`config.mk`:
```
export PLATFORM = sky130hd
export DESIGN_NAME = pe_array_feeder
export DESIGN_NICKNAME = d
export VERILOG_FILES = /design/src/rtl/pe_array_feeder_pkg.sv /design/src/rtl/pe_feeder_done_mon.sv /design/src/rtl/pe_array_feeder.sv
export SDC_FILE = /design/constraint.sdc
export NUM_CORES = 1
export LEC_CHECK = 0
export ABC_CLOCK_PERIOD_IN_PS = 2800
export CORE_MARGIN = 10
export CORE_UTILIZATION = 42
export CTS_BUF_LIST = sky130_fd_sc_hd__clkbuf_2 sky130_fd_sc_hd__clkbuf_4 sky130_fd_sc_hd__clkbuf_8
export CTS_CLUSTER_SIZE = 25
export DETAILED_ROUTE_END_ITERATION = 10
export PLACE_DENSITY_LB_ADDON = 0.2
export SYNTH_ARGS = -nofsm -noshare
export SYNTH_HDL_FRONTEND = slang
export SYNTH_HIERARCHICAL = 1
export SYNTH_SLANG_ARGS = --single-unit
```
`constraint.sdc`:
```
create_clock -name CLK -period 2.8 [get_ports CLK]
set_clock_uncertainty 0.1 [all_clocks]
set_input_delay 0.42 -clock CLK [delete_from_list [all_inputs] [get_ports CLK]]
set_output_delay 0.42 -clock CLK [all_outputs]
set_load 0.1 [all_outputs]
```
`src/rtl/pe_array_feeder_pkg.sv`:
```
// ---------------------------------------------------------------------------
// pe_array_feeder_pkg
// Shared definitions for the pe_array_64 feeder:
//   - default beat/bias/psum widths derived from the array geometry
//   - precision code constants (2 bits per operand, packed {act, wgt})
//   - 2-bit FSM state encoding used by the feeder sequencer
// ---------------------------------------------------------------------------
package pe_array_feeder_pkg;

    // Array geometry that the default port widths are derived from
    localparam int BITS_ACT    = 8;
    localparam int BITS_WEIGHT = 8;
    localparam int PE_ROW      = 8;
    localparam int N_BIAS      = 16;
    localparam int BITS_PSUM   = 32;

    localparam int DEF_ACT_W  = BITS_ACT * PE_ROW;
    localparam int DEF_WGT_W  = BITS_WEIGHT * PE_ROW;
    localparam int DEF_BIAS_W = N_BIAS;
    localparam int DEF_PSUM_W = BITS_PSUM;

    // Per-operand precision codes
    localparam logic [1:0] P_1B = 2'b00;
    localparam logic [1:0] P_2B = 2'b01;
    localparam logic [1:0] P_4B = 2'b10;

    typedef enum logic [1:0] {
        ST_IDLE  = 2'b00,
        ST_RUN   = 2'b01,
        ST_DRAIN = 2'b10,
        ST_HOLD  = 2'b11
    } feeder_state_e;

    // Builds the array precision bus from the two operand codes
    function automatic logic [3:0] precCode(input logic [1:0] actPrec,
                                            input logic [1:0] wgtPrec);
        return {actPrec, wgtPrec};
    endfunction

endpackage

```
`src/rtl/pe_feeder_done_mon.sv`:
```
// ---------------------------------------------------------------------------
// pe_feeder_done_mon
// Watches the array's o_Done against the feeder's own Sel_Bias pulses. Every
// Sel_Bias pulse must be answered by i_Done exactly DONE_LAT cycles later;
// a missing or an unsolicited i_Done sets a sticky error flag that only
// reset clears. Only built when PE_FEEDER_DONE_CHECK_EN is defined.
//
// Ports:
//   CLK        in   clock
//   RST        in   asynchronous active-low reset
//   i_Sel_Bias in   registered Sel_Bias strobe as sent to the array
//   i_Done     in   o_Done returned by the array
//   o_Err      out  sticky protocol error
// ---------------------------------------------------------------------------
module pe_feeder_done_mon #(
    parameter int DONE_LAT = 2
) (
    input  logic CLK,
    input  logic RST,
    input  logic i_Sel_Bias,
    input  logic i_Done,
    output logic o_Err
);

    logic [DONE_LAT-1:0] r_pend;
    logic                r_err;
    logic [DONE_LAT:0]   w_shift;

    // Appending the new pulse at bit 0 keeps this legal for DONE_LAT == 1
    assign w_shift = {r_pend, i_Sel_Bias};

    // The oldest pending bit is the i_Done value expected this cycle;
    // any disagreement in either direction latches the error
    always_ff @(posedge CLK or negedge RST) begin
        if (!RST) begin
            r_pend <= '0;
            r_err  <= 1'b0;
        end else begin
            r_pend <= w_shift[DONE_LAT-1:0];
            if (i_Done != r_pend[DONE_LAT-1]) begin
                r_err <= 1'b1;
            end
        end
    end

    assign o_Err = r_err;

endmodule

```
`src/rtl/pe_array_feeder.sv`:
```
// ---------------------------------------------------------------------------
// pe_array_feeder
// Initiator-side sequencer for one pe_array_64. Accepts a tile command
// (precision, bias, step count), streams act/weight beats into the array
// with Sel_Bias on the first step and Flush on the last, waits for the
// array pipeline to drain, then presents the accumulated psum on a
// valid/ready result port. All outputs are registered.
//
// Optional build macro: PE_FEEDER_DONE_CHECK_EN enables the i_Done monitor
// (pe_feeder_done_mon) that drives o_Err; without it o_Err is tied low and
// i_Done is ignored.
//
// Ports:
//   CLK, RST                      clock, asynchronous active-low reset
//   i_Cmd_Vld/o_Cmd_Rdy           command handshake (ready only in IDLE)
//   i_Cmd_Len/Prec/Bias           step count (0 = 2^LEN_W), precision, bias
//   i_Data_Vld/o_Data_Rdy         act/weight beat handshake (ready in RUN)
//   i_Act, i_Weight               beat payload
//   o_Act, o_Weight, o_Precision,
//   o_Bias, o_Sel_Bias, o_Flush,
//   o_Core_Vld                    array input protocol
//   i_Psum, i_Done                array outputs
//   o_Res_Vld/i_Res_Rdy/o_Res_Data result handshake
//   o_Err                         sticky protocol error
// ---------------------------------------------------------------------------
module pe_array_feeder
    import pe_array_feeder_pkg::*;
#(
    parameter int ACT_W     = DEF_ACT_W,
    parameter int WGT_W     = DEF_WGT_W,
    parameter int BIAS_W    = DEF_BIAS_W,
    parameter int PSUM_W    = DEF_PSUM_W,
    parameter int LEN_W     = 8,
    parameter int DRAIN_LAT = 3,
    parameter int DONE_LAT  = 2
) (
    input  logic              CLK,
    input  logic              RST,
    input  logic              i_Cmd_Vld,
    output logic              o_Cmd_Rdy,
    input  logic [LEN_W-1:0]  i_Cmd_Len,
    input  logic [3:0]        i_Cmd_Prec,
    input  logic [BIAS_W-1:0] i_Cmd_Bias,
    input  logic              i_Data_Vld,
    output logic              o_Data_Rdy,
    input  logic [ACT_W-1:0]  i_Act,
    input  logic [WGT_W-1:0]  i_Weight,
    output logic [ACT_W-1:0]  o_Act,
    output logic [WGT_W-1:0]  o_Weight,
    output logic [3:0]        o_Precision,
    output logic [BIAS_W-1:0] o_Bias,
    output logic              o_Sel_Bias,
    output logic              o_Flush,
    output logic              o_Core_Vld,
    input  logic [PSUM_W-1:0] i_Psum,
    input  logic              i_Done,
    output logic              o_Res_Vld,
    input  logic              i_Res_Rdy,
    output logic [PSUM_W-1:0] o_Res_Data,
    output logic              o_Err
);

    // One extra bit so that a length code of 0 can be loaded as 2^LEN_W
    localparam int CNT_W = LEN_W + 1;
    localparam int DRN_W = (DRAIN_LAT < 1) ? 1 : $clog2(DRAIN_LAT + 1);

    feeder_state_e r_state, w_stateNext;

    logic              r_cmdRdy,   w_cmdRdyNext;
    logic              r_dataRdy,  w_dataRdyNext;
    logic [ACT_W-1:0]  r_act,      w_actNext;
    logic [WGT_W-1:0]  r_wgt,      w_wgtNext;
    logic [3:0]        r_prec,     w_precNext;
    logic [BIAS_W-1:0] r_bias,     w_biasNext;
    logic              r_selBias,  w_selBiasNext;
    logic              r_flush,    w_flushNext;
    logic              r_coreVld,  w_coreVldNext;
    logic              r_resVld,   w_resVldNext;
    logic [PSUM_W-1:0] r_resData,  w_resDataNext;
    logic [CNT_W-1:0]  r_cnt,      w_cntNext;
    logic              r_first,    w_firstNext;
    logic [DRN_W-1:0]  r_drainCnt, w_drainCntNext;

    logic              w_cmdAcc;
    logic              w_beat;
    logic              w_lastStep;
    logic [CNT_W-1:0]  w_lenLoad;

    assign w_cmdAcc   = i_Cmd_Vld && r_cmdRdy && (r_state == ST_IDLE);
    assign w_beat     = i_Data_Vld && r_dataRdy && (r_state == ST_RUN);
    assign w_lastStep = (r_cnt == CNT_W'(1));
    assign w_lenLoad  = (i_Cmd_Len == '0) ? {1'b1, {LEN_W{1'b0}}}
                                          : {1'b0, i_Cmd_Len};

    // State register
    always_ff @(posedge CLK or negedge RST) begin
        if (!RST) begin
            r_state <= ST_IDLE;
        end else begin
            r_state <= w_stateNext;
        end
    end

    // Next-state and next-output logic. Strobes default low so that every
    // cycle without a beat handshake becomes a bubble toward the array.
    // Ready flags are computed one cycle ahead because they are registered.
    always_comb begin
        w_stateNext    = r_state;
        w_cmdRdyNext   = r_cmdRdy;
        w_dataRdyNext  = r_dataRdy;
        w_actNext      = r_act;
        w_wgtNext      = r_wgt;
        w_precNext     = r_prec;
        w_biasNext     = r_bias;
        w_selBiasNext  = 1'b0;
        w_flushNext    = 1'b0;
        w_coreVldNext  = 1'b0;
        w_resVldNext   = r_resVld;
        w_resDataNext  = r_resData;
        w_cntNext      = r_cnt;
        w_firstNext    = r_first;
        w_drainCntNext = r_drainCnt;

        case (r_state)
            ST_IDLE: begin
                w_cmdRdyNext = 1'b1;
                if (w_cmdAcc) begin
                    w_precNext    = i_Cmd_Prec;
                    w_biasNext    = i_Cmd_Bias;
                    w_cntNext     = w_lenLoad;
                    w_firstNext   = 1'b1;
                    w_cmdRdyNext  = 1'b0;
                    w_dataRdyNext = 1'b1;
                    w_stateNext   = ST_RUN;
                end
            end

            ST_RUN: begin
                if (w_beat) begin
                    w_actNext     = i_Act;
                    w_wgtNext     = i_Weight;
                    w_coreVldNext = 1'b1;
                    w_selBiasNext = r_first;
                    w_flushNext   = w_lastStep;
                    w_firstNext   = 1'b0;
                    w_cntNext     = r_cnt - CNT_W'(1);
                    if (w_lastStep) begin
                        w_dataRdyNext  = 1'b0;
                        w_drainCntNext = '0;
                        w_stateNext    = ST_DRAIN;
                    end
                end
            end

            // The drain count starts on the cycle the final step is on the
            // array inputs, so the psum is sampled DRAIN_LAT cycles later
            ST_DRAIN: begin
                if (r_drainCnt == DRN_W'(DRAIN_LAT)) begin
                    w_resDataNext = i_Psum;
                    w_resVldNext  = 1'b1;
                    w_stateNext   = ST_HOLD;
                end else begin
                    w_drainCntNext = r_drainCnt + DRN_W'(1);
                end
            end

            ST_HOLD: begin
                if (i_Res_Rdy) begin
                    w_resVldNext = 1'b0;
                    w_cmdRdyNext = 1'b1;
                    w_stateNext  = ST_IDLE;
                end
            end

            default: begin
                w_stateNext = ST_IDLE;
            end
        endcase
    end

    // Output and datapath registers; reset discards any in-flight tile
    always_ff @(posedge CLK or negedge RST) begin
        if (!RST) begin
            r_cmdRdy   <= 1'b1;
            r_dataRdy  <= 1'b0;
            r_act      <= '0;
            r_wgt      <= '0;
            r_prec     <= precCode(P_1B, P_1B);
            r_bias     <= '0;
            r_selBias  <= 1'b0;
            r_flush    <= 1'b0;
            r_coreVld  <= 1'b0;
            r_resVld   <= 1'b0;
            r_resData  <= '0;
            r_cnt      <= '0;
            r_first    <= 1'b0;
            r_drainCnt <= '0;
        end else begin
            r_cmdRdy   <= w_cmdRdyNext;
            r_dataRdy  <= w_dataRdyNext;
            r_act      <= w_actNext;
            r_wgt      <= w_wgtNext;
            r_prec     <= w_precNext;
            r_bias     <= w_biasNext;
            r_selBias  <= w_selBiasNext;
            r_flush    <= w_flushNext;
            r_coreVld  <= w_coreVldNext;
            r_resVld   <= w_resVldNext;
            r_resData  <= w_resDataNext;
            r_cnt      <= w_cntNext;
            r_first    <= w_firstNext;
            r_drainCnt <= w_drainCntNext;
        end
    end

    assign o_Cmd_Rdy   = r_cmdRdy;
    assign o_Data_Rdy  = r_dataRdy;
    assign o_Act       = r_act;
    assign o_Weight    = r_wgt;
    assign o_Precision = r_prec;
    assign o_Bias      = r_bias;
    assign o_Sel_Bias  = r_selBias;
    assign o_Flush     = r_flush;
    assign o_Core_Vld  = r_coreVld;
    assign o_Res_Vld   = r_resVld;
    assign o_Res_Data  = r_resData;

`ifdef PE_FEEDER_DONE_CHECK_EN
    logic w_err;

    pe_feeder_done_mon #(
        .DONE_LAT (DONE_LAT)
    ) u_doneMon (
        .CLK        (CLK),
        .RST        (RST),
        .i_Sel_Bias (r_selBias),
        .i_Done     (i_Done),
        .o_Err      (w_err)
    );

    assign o_Err = w_err;
`else
    // i_Done has no consumer in this build
    logic w_unusedDone;
    assign w_unusedDone = i_Done;
    assign o_Err        = 1'b0;
`endif

endmodule
```
==> results.cfg <==
[run_status]
status = completed

[floorplan]
start_util = 0.432
io_pins = 381
die_area_mm2 = 0.0245
die_h_um = 157
core_mm2 = 0.0181
fp.dieW_um = 157
rows = 49

[sta]
timing.final.crit_share = 0.822
rsz0062_at_grt = no
clock.fmax_ghz = 0.434
relSlewSlack = 0.602
tightest_slew_ns = 0.597
tns_ns = 0
finalCriticalPeriod_ns = 2.30
hold_viol_final = 0
slew_violations = 0
setup_violations = 0

[layout]
layout_commonest_cell = dfrtp_1
stdcell_count = 1138
layout_common_cells = dfrtp_1 (199), clkdlybuf4s50_1 (191), buf_4 (189), mux2_2 (180), clkbuf_8 (21)
drive_above_1_share = 0.454
seq_area_mm2 = 0.00501
syn_to_final_growth_pct = 52.3
n_fill_cell = 1345
nets = 1096
utilization = 0.658
stdcell_area_mm2 = 0.0119
multi_input_area_mm2 = 0.00267

[synthesis]
syn_avg_cell_area_um2 = 15.2
yosys_warnings = 6
ys_ff_latch = 200
postSynthCellCount = 514
syn_area_mm2 = 0.00784
synth_cell_type_count = 39
syn-num-nets = 716
seq_area_frac_synth = 0.639

[power_and_ir_drop]
irDropWorstVdd_mv = 0.265
leakagePower_nw = 5.94
p_per_area_mw_per_mm2 = 471

[routing]
drt-total-wl_um = 24600
avgRoutedWirePerCell_um = 21.6
vias = 5568
dr.pass1.iters = 4
drc = 0
ant_nets = 0
detailedRoute.firstIterationViolations = 185
viasPerCell = 4.89

[clock_tree]
cts.sinks = 200
cts_root_buf = clkbuf_8
cts_buffers = 17
cts_tree = yes
clk_pin_slew_ns = 0.10
postCtsSetupBuffers = 0
h-tree-depth = 4
clock_latency_ns = 0.46
cts_max_path_buffers = 2

[worst_setup_path]
reg2reg_from = r_state[1]$_DFFE_PN0P_
r2r_setup_slack_ns = 0.50
crit_type = flip-flop to flip-flop
crit_fanout = 27
reg2reg_depth = 6
cp.required_ns = 3.05
start_kind = flip-flop
crit_arrival_ns = 2.56
worstSetupEndpointType = flip-flop
regToRegEndpoint = r_cnt[4]$_DFFE_PN0P_

[placement]
hpwlAfterDp_um = 19700
postPlaceCellArea_mm2 = 0.0115
place_inst = 1103
io_buffers = 378
gp_congestion = 0.794

[hold_path]
hold_class = flip-flop to flip-flop
hp-start = r_first$_DFFE_PN0P_
whs_path_depth = 2
hold_end = r_first$_DFFE_PN0P_

[grt]
grt_first_pass_wirelength_um = 36800
top_usage_layer = met2
grt_use_met2 = 0.349
grt_usage = 0.196
grt_antenna_before_repair = 1
grtUsageMet3 = 0.0924
grt_max_degree = 70
overflow = 0
grt_pass1_vias = 6139
grt_util_met1 = 0.200

[job]
maxCapViolCount = 0
## kinds of logic (layout without fill, tap and decap cells)
| family | count (synthesis) | count (layout) | share of synthesized area |
|---|---|---|---|
| other | 1 | 3 | 0.000479 |
| adder cells (fa/ha/maj) | 8 | 8 | 0.0128 |
| AND/OR/NAND/NOR | 47 | 47 | 0.0327 |
| buffers and inverters | 38 | 431 | 0.0211 |
| flip-flops | 200 | 200 | 0.639 |
| AO/OA/AOI/OAI | 37 | 37 | 0.0310 |
| multiplexers | 183 | 183 | 0.263 |
## registers in the layout (all words and copies together), names as in the netlist
signal,cells
o_Act,64
o_Bias,16
o_Cmd_Rdy,1
o_Core_Vld,1
o_Data_Rdy,1
o_Flush,1
o_Precision,4
o_Res_Data,32
o_Res_Vld,1
o_Sel_Bias,1
o_Weight,64
r_cnt,9
r_drainCnt,2
r_first,1
r_state,2
## cells in the mapped netlist (all sizes together)
cell type | instances | area share
nand4 | 1 | 0.00080
a211o | 4 | 0.0045
o21ai | 9 | 0.0057
o21a | 1 | 0.00096
nor2 | 12 | 0.0057
a31oi | 4 | 0.0032
a2bb2oi | 2 | 0.0022
o22ai | 1 | 0.00080
nor2b | 2 | 0.0016
nand2b | 2 | 0.0016
nor3b | 1 | 0.00096
mux2 | 181 | 0.26
a21oi | 8 | 0.0051
nand2 | 8 | 0.0038
a21o | 1 | 0.00096
nand3 | 10 | 0.0064
nor4 | 2 | 0.0024
or4b | 1 | 0.0013
clkbuf | 5 | 0.0024
a21boi | 1 | 0.00096
and3 | 2 | 0.0016
ha | 8 | 0.013
o22a | 5 | 0.0056
o31ai | 1 | 0.00096
nor4b | 1 | 0.0019
conb | 1 | 0.00048
and2 | 1 | 0.00080
dfrtp | 199 | 0.64
dfstp | 1 | 0.0034
buf | 21 | 0.013
nor3 | 2 | 0.0013
mux2i | 2 | 0.0026
nand4b | 1 | 0.0011
inv | 12 | 0.0057
nand4bb | 1 | 0.0014
## final cells by class
type                            instances  area share
Multi-Input combinational cell        276       0.224
Clock buffer                           21      0.0237
Tap cell                              229      0.0240
Timing Repair Buffer                  387       0.290
Clock inverter                         11      0.0153
Inverter                               12     0.00377
Sequential cell                       200       0.420
Antenna cell                            2    0.000419
## metal layers
metal	share of wire	vias up	wire, um
met3	0.11	24	2610
met1	0.35	2739	8550
met4	0.020	0	492
met2	0.53	234	13000
li1	-	2571	-
met5	0	-	0
## metrics by stage
| step | hold WS, ns | worst slack, ns | total power (W) |
|---|---|---|---|
| 2_1_floorplan | 0.0244 | 0.519 | 0.00320 |
| 3_3_place_gp | 0.357 | 0.580 | 0.00358 |
| 3_5_place_dp | 0.369 | 0.521 | 0.00359 |
| 4_1_cts | 0.391 | 0.505 | 0.00569 |
| 5_1_grt | 0.411 | 0.276 | 0.00585 |
| 6_report | 0.384 | 0.498 | 0.00562 |
## worst max-delay path: stages, from the launching register on
cell	delay, ns
dfrtp_1	0.43
inv_1	0.12
ha_1	0.32
buf_4	0.34
a211o_1	0.56
nor2_1	0.12
o22a_1	0.20
## timing repair
action                    CTS  global route
hold buffers                1             0
hold endpoints to repair   66             0
resized for setup           0             0
## power by group
group	switching [W]	total [W]	internal (W)
clock	0.00101	0.00209	0.00108
sequential	0.0000188	0.00293	0.00291
combinational	0.000307	0.000601	0.000294
## worst max path at each step
stage	from	endpoint	slack, ns
after floorplan	o_Data_Rdy$_DFFE_PN0P_	o_Act[10]$_DFFE_PN0P_	0.52
after global placement	i_Data_Vld	r_drainCnt[0]$_DFFE_PN0P_	0.58
after detailed placement	r_state[1]$_DFFE_PN0P_	r_cnt[4]$_DFFE_PN0P_	0.52
after CTS	r_state[1]$_DFFE_PN0P_	r_cnt[4]$_DFFE_PN0P_	0.50
after global routing	r_state[1]$_DFFE_PN0P_	r_cnt[0]$_DFFE_PN0P_	0.28
final	r_state[1]$_DFFE_PN0P_	r_cnt[4]$_DFFE_PN0P_	0.50
Note: power is estimated with default switching activity, not from simulation.
